**config.mk**
```make
export PLATFORM = sky130hd
export DESIGN_NAME = imem_boot_loader
export DESIGN_NICKNAME = d
export VERILOG_FILES = /design/src/rtl/imem_boot_loader_pkg.sv /design/src/rtl/imem_word_packer.sv /design/src/rtl/imem_boot_loader.sv
export SDC_FILE = /design/constraint.sdc
export NUM_CORES = 1
export LEC_CHECK = 0
export ABC_AREA = 0
export BUFFER_PORTS_ARGS = -buffer_cell sky130_fd_sc_hd__buf_2
export CAP_MARGIN = 20
export CELL_PAD_IN_SITES_DETAIL_PLACEMENT = 1
export CELL_PAD_IN_SITES_GLOBAL_PLACEMENT = 1
export CORE_ASPECT_RATIO = 1.5
export CORE_MARGIN = 1.5
export CORE_UTILIZATION = 49
export CTS_BUF_LIST = sky130_fd_sc_hd__clkbuf_4 sky130_fd_sc_hd__clkbuf_8 sky130_fd_sc_hd__clkbuf_16
export CTS_CLUSTER_DIAMETER = 200
export DETAILED_ROUTE_END_ITERATION = 8
export HOLD_SLACK_MARGIN = 0.1
export PLACE_DENSITY_LB_ADDON = 0.1
export SYNTH_ARGS = -nofsm -noshare
export SYNTH_HDL_FRONTEND = slang
export SYNTH_HIERARCHICAL = 1
export SYNTH_SLANG_ARGS = --single-unit
```
**constraint.sdc**
```tcl
create_clock -name clk -period 4.4 [get_ports clk]
set_input_delay 1.1 -clock clk [delete_from_list [all_inputs] [get_ports clk]]
set_output_delay 1.1 -clock clk [all_outputs]
set_load 0.05 [all_outputs]
```
**src/rtl/imem_boot_loader_pkg.sv**
```systemverilog
// Shared encodings and widths for the instruction-memory boot loader.
package imem_boot_loader_pkg;

    localparam int unsigned BYTE_W         = 8;
    localparam int unsigned BYTES_PER_WORD = 4;
    localparam int unsigned WORD_W         = BYTES_PER_WORD * BYTE_W;
    localparam int unsigned IDX_W          = $clog2(BYTES_PER_WORD);
    localparam int unsigned HDR_W          = 16;

    localparam logic [2:0] HDR0 = 3'd0;
    localparam logic [2:0] HDR1 = 3'd1;
    localparam logic [2:0] DATA = 3'd2;
    localparam logic [2:0] WR   = 3'd3;
    localparam logic [2:0] DONE = 3'd4;
    localparam logic [2:0] ERR  = 3'd5;

    typedef enum logic [2:0] {
        S_HDR0 = HDR0,
        S_HDR1 = HDR1,
        S_DATA = DATA,
        S_WR   = WR,
        S_DONE = DONE,
        S_ERR  = ERR
    } state_e;

endpackage

```
**src/rtl/imem_word_packer.sv**
```systemverilog
// Little-endian byte-to-word packer: byte 0 lands in [7:0], byte 3 in [31:24].
module imem_word_packer
    import imem_boot_loader_pkg::*;
(
    input  logic              clk,
    input  logic              rst_n,
    input  logic              clear_i,
    input  logic              accept_i,
    input  logic [BYTE_W-1:0] data_i,
    output logic              word_valid_c_o,
    output logic [WORD_W-1:0] word_c_o
);

    logic [IDX_W-1:0]  idx_q, idx_d;
    logic [WORD_W-1:0] shreg_q, shreg_d;

    // The word includes the byte being accepted this cycle, so the write can issue next cycle.
    assign word_c_o       = {data_i, shreg_q[WORD_W-1:BYTE_W]};
    assign word_valid_c_o = accept_i && !clear_i && (idx_q == IDX_W'(BYTES_PER_WORD - 1));

    always_comb begin
        idx_d   = idx_q;
        shreg_d = shreg_q;
        if (clear_i) begin
            idx_d   = '0;
            shreg_d = '0;
        end else if (accept_i) begin
            idx_d   = idx_q + IDX_W'(1);
            shreg_d = word_c_o;
        end
    end

    always_ff @(posedge clk or negedge rst_n) begin
        if (!rst_n) begin
            idx_q   <= '0;
            shreg_q <= '0;
        end else begin
            idx_q   <= idx_d;
            shreg_q <= shreg_d;
        end
    end

endmodule

```
**src/rtl/imem_boot_loader.sv**
```systemverilog
// Loads a length-prefixed byte stream into instruction memory, then releases the core
// and hands the memory read port to the core's PC.
module imem_boot_loader
    import imem_boot_loader_pkg::*;
#(
    parameter int unsigned INS_ADDRESS = 9,
    parameter int unsigned INS_W       = 32
) (
    input  logic                   clk,
    input  logic                   rst_n,
    input  logic                   reload,
    input  logic                   rx_valid,
    input  logic [7:0]             rx_data,
    output logic                   rx_ready,
    input  logic [INS_ADDRESS-1:0] pc,
    output logic [INS_ADDRESS-1:0] mem_ra,
    output logic                   mem_we,
    output logic [INS_ADDRESS-1:0] mem_wa,
    output logic [INS_W-1:0]       mem_wd,
    output logic                   core_rst_n,
    output logic                   boot_done,
    output logic                   load_err
);

    localparam int unsigned WIDX_W = INS_ADDRESS - 2;
    localparam int unsigned DEPTH  = 2 ** WIDX_W;

    state_e                 state_q, state_d;
    logic [HDR_W-1:0]       len_q, len_d;
    logic [WIDX_W-1:0]      widx_q, widx_d;
    logic                   rx_ready_q, rx_ready_d;
    logic                   mem_we_q, mem_we_d;
    logic [INS_ADDRESS-1:0] mem_wa_q, mem_wa_d;
    logic [INS_W-1:0]       mem_wd_q, mem_wd_d;
    logic                   boot_done_q, boot_done_d;
    logic                   load_err_q, load_err_d;
    logic                   core_rst_n_q, core_rst_n_d;

    logic              hs;
    logic              pk_accept;
    logic              pk_word_valid;
    logic [WORD_W-1:0] pk_word;

    assign hs        = rx_valid && rx_ready_q;
    assign pk_accept = hs && (state_q == S_DATA) && !reload;

    imem_word_packer u_packer (
        .clk            (clk),
        .rst_n          (rst_n),
        .clear_i        (reload),
        .accept_i       (pk_accept),
        .data_i         (rx_data),
        .word_valid_c_o (pk_word_valid),
        .word_c_o       (pk_word)
    );

    always_comb begin
        state_d  = state_q;
        len_d    = len_q;
        widx_d   = widx_q;
        mem_we_d = 1'b0;
        mem_wa_d = mem_wa_q;
        mem_wd_d = mem_wd_q;

        if (reload) begin
            state_d = S_HDR0;
            widx_d  = '0;
        end else begin
            case (state_q)
                S_HDR0: if (hs) begin
                    len_d[BYTE_W-1:0] = rx_data;
                    state_d           = S_HDR1;
                end
                S_HDR1: if (hs) begin
                    len_d = {rx_data, len_q[BYTE_W-1:0]};
                    if (len_d == '0)                   state_d = S_DONE;
                    else if (len_d > HDR_W'(DEPTH))    state_d = S_ERR;
                    else                               state_d = S_DATA;
                end
                S_DATA: if (pk_word_valid) begin
                    state_d  = S_WR;
                    mem_we_d = 1'b1;
                    mem_wa_d = {widx_q, 2'b00};
                    mem_wd_d = INS_W'(pk_word);
                end
                S_WR: begin
                    widx_d  = widx_q + WIDX_W'(1);
                    state_d = (HDR_W'(widx_q) + HDR_W'(1) == len_q) ? S_DONE : S_DATA;
                end
                S_DONE:  state_d = S_DONE;
                S_ERR:   state_d = S_ERR;
                default: state_d = S_HDR0;
            endcase
        end

        // Status outputs follow the state being entered, so they change together with it.
        rx_ready_d   = (state_d != S_WR) && (state_d != S_DONE);
        boot_done_d  = (state_d == S_DONE);
        core_rst_n_d = (state_d == S_DONE);
        load_err_d   = (state_d == S_ERR);
    end

    always_ff @(posedge clk or negedge rst_n) begin
        if (!rst_n) begin
            state_q      <= S_HDR0;
            len_q        <= '0;
            widx_q       <= '0;
            rx_ready_q   <= 1'b0;
            mem_we_q     <= 1'b0;
            mem_wa_q     <= '0;
            mem_wd_q     <= '0;
            boot_done_q  <= 1'b0;
            load_err_q   <= 1'b0;
            core_rst_n_q <= 1'b0;
        end else begin
            state_q      <= state_d;
            len_q        <= len_d;
            widx_q       <= widx_d;
            rx_ready_q   <= rx_ready_d;
            mem_we_q     <= mem_we_d;
            mem_wa_q     <= mem_wa_d;
            mem_wd_q     <= mem_wd_d;
            boot_done_q  <= boot_done_d;
            load_err_q   <= load_err_d;
            core_rst_n_q <= core_rst_n_d;
        end
    end

    assign rx_ready   = rx_ready_q;
    assign mem_we     = mem_we_q;
    assign mem_wa     = mem_wa_q;
    assign mem_wd     = mem_wd_q;
    assign boot_done  = boot_done_q;
    assign load_err   = load_err_q;
    assign core_rst_n = core_rst_n_q;

    // The core is held in reset during the load, so the read port shadows the write address.
    assign mem_ra = boot_done_q ? pc : mem_wa_q;

endmodule

```
# [Word-level counts from Yosys, hierarchy flattened]
# Index checks and enable logic that the tools add are counted.
[word_totals] reg_bits=103 out_inout_bits=55
[classes] add_sub_neg=3 order_cmp=1 eq_ne=11 muxes=20 bitwise_logic=2 reduce_logical=14
[ops] cell="32-bit two-way mux" n=2
[ops] cell="3-bit two-way mux" n=7
[ops] cell="3-bit one-hot mux with 6 select lines" n=1
[ops] cell="8-bit by 16-bit equality test with 1-bit output" n=1
[ops] cell="16-bit by 8-bit greater-than comparator with 1-bit output, second input constant" n=1
[ops] cell="16-bit zero test" n=1
[ops] cell="8-bit one-hot mux with 2 select lines" n=1
[ops] cell="7-bit two-way mux" n=2
[ops] cell="3-bit equality test, second input constant" n=4
[ops] cell="9-bit two-way mux" n=1
[ops] cell="7-bit by 1-bit adder with 8-bit output, second input constant" n=1
[ops] cell="8-bit two-way mux" n=1
[ops] cell="7-bit by 1-bit adder with 7-bit output, second input constant" n=1
[ops] cell="3-bit by 2-bit equality test with 1-bit output, second input constant" n=2
[ops] cell="1-bit logical AND" n=6
[ops] cell="3-bit AND reduction" n=2
[ops] cell="2-bit two-way mux" n=2
[ops] cell="4-bit AND reduction" n=1
[ops] cell="2-bit nonzero test" n=2
[ops] cell="3-bit by 1-bit equality test with 1-bit output, second input constant" n=1
[ops] cell="3-bit zero test" n=1
[ops] cell="1-bit two-way mux" n=3
[ops] cell="3-bit by 2-bit != test with 1-bit output, second input constant" n=1
[ops] cell="3-bit != test, second input constant" n=1
[ops] cell="other kinds (4)" n=5

# [Logic depth before layout (Yosys ltp)]
[depth] depth_word=10 depth_mapped=14 ltp_nobuf=10

# [Modules after synthesis]
# The synthesis kept the hierarchy.
[modules_own_cells] module="imem_boot_loader" n_inst=1 cells_per_inst=258 area_per_inst_um2=3424.5
[modules_own_cells] module="imem_word_packer" n_inst=1 cells_per_inst=95 area_per_inst_um2=1156.1

# [Least setup slack after synthesis]
# No wires, ideal clock.
[synth_timing] path_kind="input-to-reg" startpoint="in reload" endpoint="reg mem_wa_q[2], in the netlist mem_wa[2]" setup_time_ns=0.125 arrival_ns=3.677 required_ns=4.275 setup_slack_ns=0.598 path_stages=14 path_buffers=5 path_cell_list="clkbuf_1 -> clkbuf_1 -> nor4_1 -> buf_6 -> buf_12 -> nand2_1 -> nor2_1 -> nor4bb_1 -> a311oi_1 -> a31o_2 -> a211o_2 -> clkinv_4 -> buf_12 -> mux2_4"
[synth_between] elab_chain_cells=5 word_cells_on_any_way=6 cone_classes="bitwise: 1; reduce/logical: 5"
[synth_rtl] item="start, declared" line_no="imem_boot_loader.sv:11" rtl="input logic reload,"
[synth_rtl] item="1-bit zero test" line_no="imem_boot_loader.sv:45" rtl="assign pk_accept = hs && (state_q == S_DATA) && !reload;"
[synth_rtl] item="1-bit logical AND" line_no="imem_boot_loader.sv:45"
[synth_rtl] item="named net pk_accept" line_no="imem_boot_loader.sv:40" rtl="logic pk_accept;"
[synth_rtl] item="1-bit logical AND (2 in a row)" line_no="imem_word_packer.sv:19" rtl="assign word_valid_c_o = accept_i && !clear_i && (idx_q == IDX_W'(BYTES_PER_WORD - 1));"
[synth_rtl] item="named net pk_word_valid" line_no="imem_boot_loader.sv:41" rtl="logic pk_word_valid;"
[synth_rtl] item="3-bit AND reduction (no source line)"
[synth_rtl] item="end signal, assigned" line_no="imem_boot_loader.sv:121" rtl="mem_wa_q <= mem_wa_d;"
[synth_rtl] item="end, declared" line_no="imem_boot_loader.sv:33" rtl="logic [INS_ADDRESS-1:0] mem_wa_q, mem_wa_d;"
# The timed path passes the listed nets, and every way through them passes these cells.
# A chain may end at the register's enable or synchronous reset.

# [Worst setup path after layout]
[layout_timing] startpoint="in rx_valid" endpoint="reg mem_wd_q[16], in the netlist mem_wd[16]"
[layout_between] elab_chain_cells=6
[layout_rtl] item="start, declared" line_no="imem_boot_loader.sv:12" rtl="input logic rx_valid,"
[layout_rtl] item="1-bit logical AND" line_no="imem_boot_loader.sv:44" rtl="assign hs = rx_valid && rx_ready_q;"
[layout_rtl] item="1-bit logical AND (2 in a row)" line_no="imem_boot_loader.sv:45"
[layout_rtl] item="named net pk_accept" line_no="imem_boot_loader.sv:40"
[layout_rtl] item="1-bit logical AND (2 in a row)" line_no="imem_word_packer.sv:19"
[layout_rtl] item="named net pk_word_valid" line_no="imem_boot_loader.sv:41"
[layout_rtl] item="3-bit AND reduction (no source line)"
[layout_rtl] item="end signal, assigned" line_no="imem_boot_loader.sv:122" rtl="mem_wd_q <= mem_wd_d;"
[layout_rtl] item="end, declared" line_no="imem_boot_loader.sv:34" rtl="logic [INS_W-1:0] mem_wd_q, mem_wd_d;"
# The timed path passes the listed nets, and every way through them passes these cells.

==> summary.md <==
| Metric | Value |
|---|---|
| Antenna Violating Nets Remaining | 0 |
| Final Max Slew Viols | 0 |
| Setup TNS | 0 ns |
| DRT Pass-1 Iters | 4 |
| Xor and xnor area share after synthesis | 0.0172 |
| Synth top area cells | dfrtp_1 52%, mux2_4 13%, mux2i_1 5.7% |
| Maximum VDD drop | 0.000297 V |
| Drt total wl | 10.4 mm |
| Clock tree buffer depth | 2 |
| Status | complete, no violations |
| Main combinational cell family by area after synthesis | multiplexers |
| # Post-CTS Setup Buffers | 0 |
| Number of flops mapped to enable cells by yosys | 0 |
| Worst skew pair latency | 0.34 ns |
| Share of post-route cells with drive strength above 1 | 0.363 |
| Pleak | 2.46 nW |
| Hold Path Class | flop to flop |
| Slew HR | 0.286 |
| Share of the synthesized area in the top cell type | 0.519 |
| Netlist cell types | 52 |
| Worst-path clk slew | 0.07 ns |
| Average wire per standard cell | 19.7 um |
| CTS tree | done |
| Power Total | 0.00198 W |
| Global-route wire length before repair | 16.8 mm |
| Pwr Density | 385 mW/mm^2 |
| Via count | 2926 |
| Initial antenna violation count | 0 |
| Final std cells w/o fill | 528 |
| Mapped Area | 0.00458 mm^2 |
| DR DRC count | 0 |
| TritonCTS buffer count | 9 |
| Hold Vio Cnt, Final | 0 |
| IO Pins | 76 |
| Worst setup path category | input port to flop |
| Worst-margin pin slew | 1.06 ns |
| Worst-path maximum fanout | 40 |
| Initial DRC count | 105 |
| Sequential fraction of the synthesis area | 0.519 |
| Adder-cell share of the synthesized area | 0.00546 |
| Arrival @ worst endpoint | 3.51 ns |
| Post-synthesis register bit count | 95 |
| Number of diodes | 0 |
| Ratio of final minimum period to clock period | 0.747 |
| Core box area | 0.00915 mm^2 |
| Startpoint Class | input port |
| Post-Synth Simple-Gate Area | 0.102 |
| Critical Path Sink Type | flop |
| RD Place Congestion | 0.866 |
| Hold Buf Count CTS | 0 |
| Setup violators final | 0 |
| Final net count | 434 |
| RSZ-0062 raised after global routing | no |
| Synthesis Warnings | 6 |
| Gr usage total | 0.229 |
| Crit path time final | 3.29 ns |
| Vias in the first global route | 3171 |
| Clock Sinks | 95 |
| Die H | 121 um |
| Synth Area in Compound Gates | 0.0492 |
| Placed Cells | 512 |
| Peak Freq | 304 MHz |
| Row cnt | 43 |
| Clock Skew | 0.00581 ns |
| PortBufs | 73 |
| Area leader, netlist | dfrtp_1 |
| Worst path required time | 4.63 ns |
| Commonest non-fill, non-tap cells in the layout | 95 x dfrtp_1, 72 x buf_2, 39 x nor2_1, 39 x mux2_4, 26 x mux2i_1 |
| Most common cell after layout, fill and taps aside | dfrtp_1 |
| Initial Util | 0.501 |
| Post-CTS Resized | 0 |
| Post-DP HPWL | 7.08 mm |
| Fill count | 961 |
| Hold_ws | 0.485 ns |
| GRT overflow | 0 |
| Asr flop ratio synth | 1.00 |
| Largest net degree at the start of global routing | 43 |
| Mapped Cells | 353 |
| Vias/cell | 5.54 |
| Multiplexer share of the synthesized area | 0.244 |
| Clk root buf | clkbuf_16 |
| H-Tree Depth | 3 |
| Area grow syn2layout | 12.7% |
| Die width | 81.9 um |
| Total of max-cap violations | 0 |
| Ys flop type | dfrtp_1 |
| Die ar. | 0.00995 mm^2 |
| Syn_area_per_cell | 13.0 um^2 |
[metal layers]
| metal | GRT usage | wire length [um] |
|---|---|---|
| met5 | 0 | 0 |
| met4 | 0.105 | 330 |
| met3 | 0.0338 | 332 |
| met2 | 0.403 | 5670 |
| met1 | 0.266 | 4080 |
[kinds of logic after synthesis]
group	Yosys count
buffers and inverters	35
flip-flops	95
multiplexers	89
adder cells (fa/ha/maj)	2
other	1
AND/OR/NAND/NOR	92
AO/OA/AOI/OAI	30
XOR/XNOR	9
[cell type report]
class / count / area (um^2) / share of cell area
Multi-Input combinational cell: 224 / 1930 / 0.373
Clock buffer: 11 / 240 / 0.0465
Timing Repair Buffer: 77 / 398 / 0.0771
Tap cell: 112 / 140 / 0.0272
Clock inverter: 5 / 58.8 / 0.0114
Sequential cell: 95 / 2380 / 0.461
Inverter: 4 / 20.0 / 0.00388
[path summary, 6_finish.rpt]
check                           startpoint                   to  slack (ns)  cells after the start
worst max-delay path              rx_valid           mem_wd[16]        1.11                     11
worst min-delay path             len_q[11]            len_q[11]        0.48                      1
worst max register to register  state_q[2]           mem_wd[16]        1.38                     10
worst min register to register   len_q[11]            len_q[11]        0.48                      1
max in group asynchronous            rst_n  u_packer/shreg_q[9]        2.88                      2
min in group asynchronous            rst_n             load_err        0.73                      1
[critical path: stages]
cell	delay, ns
buf_2	0.10
nand2_1	0.08
nor4_2	0.28
nand2_1	0.08
nor2_1	0.08
nor4bb_1	0.30
a311oi_1	0.10
a31o_2	0.26
a211o_2	0.35
clkinv_4	0.39
mux2_4	0.36
[through the flow]
step | utilization | instance area, um^2 | setup WS (ns)
finish | 0.564 | 5160 | 1.11
global route | 0.564 | 5160 | 0.900
CTS | 0.564 | 5160 | 1.10
detailed placement | 0.532 | 4860 | 0.739
global placement | 0.532 | 4860 | 0.824
floorplan | - | 4580 | 0.598
[state kept, by name (all words and copies together), names as in the netlist]
name	flops
mem_wa	7
rx_ready	1
mem_wd	32
len_q	16
widx_q	7
load_err	1
u_packer/shreg_q	24
u_packer/idx_q	2
mem_we	1
core_rst_n	1
state_q	3
[report_power, final]
part	leakage (nW)	switching, W	internal [W]	total, W
Combinational	1.03	0.000135	0.0000851	0.000220
Sequential	1.28	0.0000556	0.000924	0.000980
Clock	0.143	0.000331	0.000453	0.000785
[synthesized netlist by cell type (2+ instances only)]
| cell | number |
|---|---|
| or3_1 | 4 |
| nand3_1 | 7 |
| buf_12 | 6 |
| or4_1 | 4 |
| inv_1 | 3 |
| dfrtp_1 | 95 |
| nor4_1 | 3 |
| buf_2 | 3 |
| mux2_4 | 39 |
| xnor2_1 | 6 |
| o21ai_1 | 3 |
| nand4_1 | 2 |
| buf_4 | 11 |
| nor2b_1 | 6 |
| mux2_2 | 9 |
| nand3b_1 | 2 |
| xor2_1 | 3 |
| o211ai_1 | 2 |
| mux2i_1 | 26 |
| a21oi_1 | 8 |
| nand2_1 | 10 |
| clkbuf_1 | 10 |
| o21ai_0 | 4 |
| nor2_1 | 39 |
| ha_1 | 2 |
| mux2_1 | 15 |
| and2_1 | 2 |
| nor3_1 | 5 |
(Power assumes the default switching activity.)
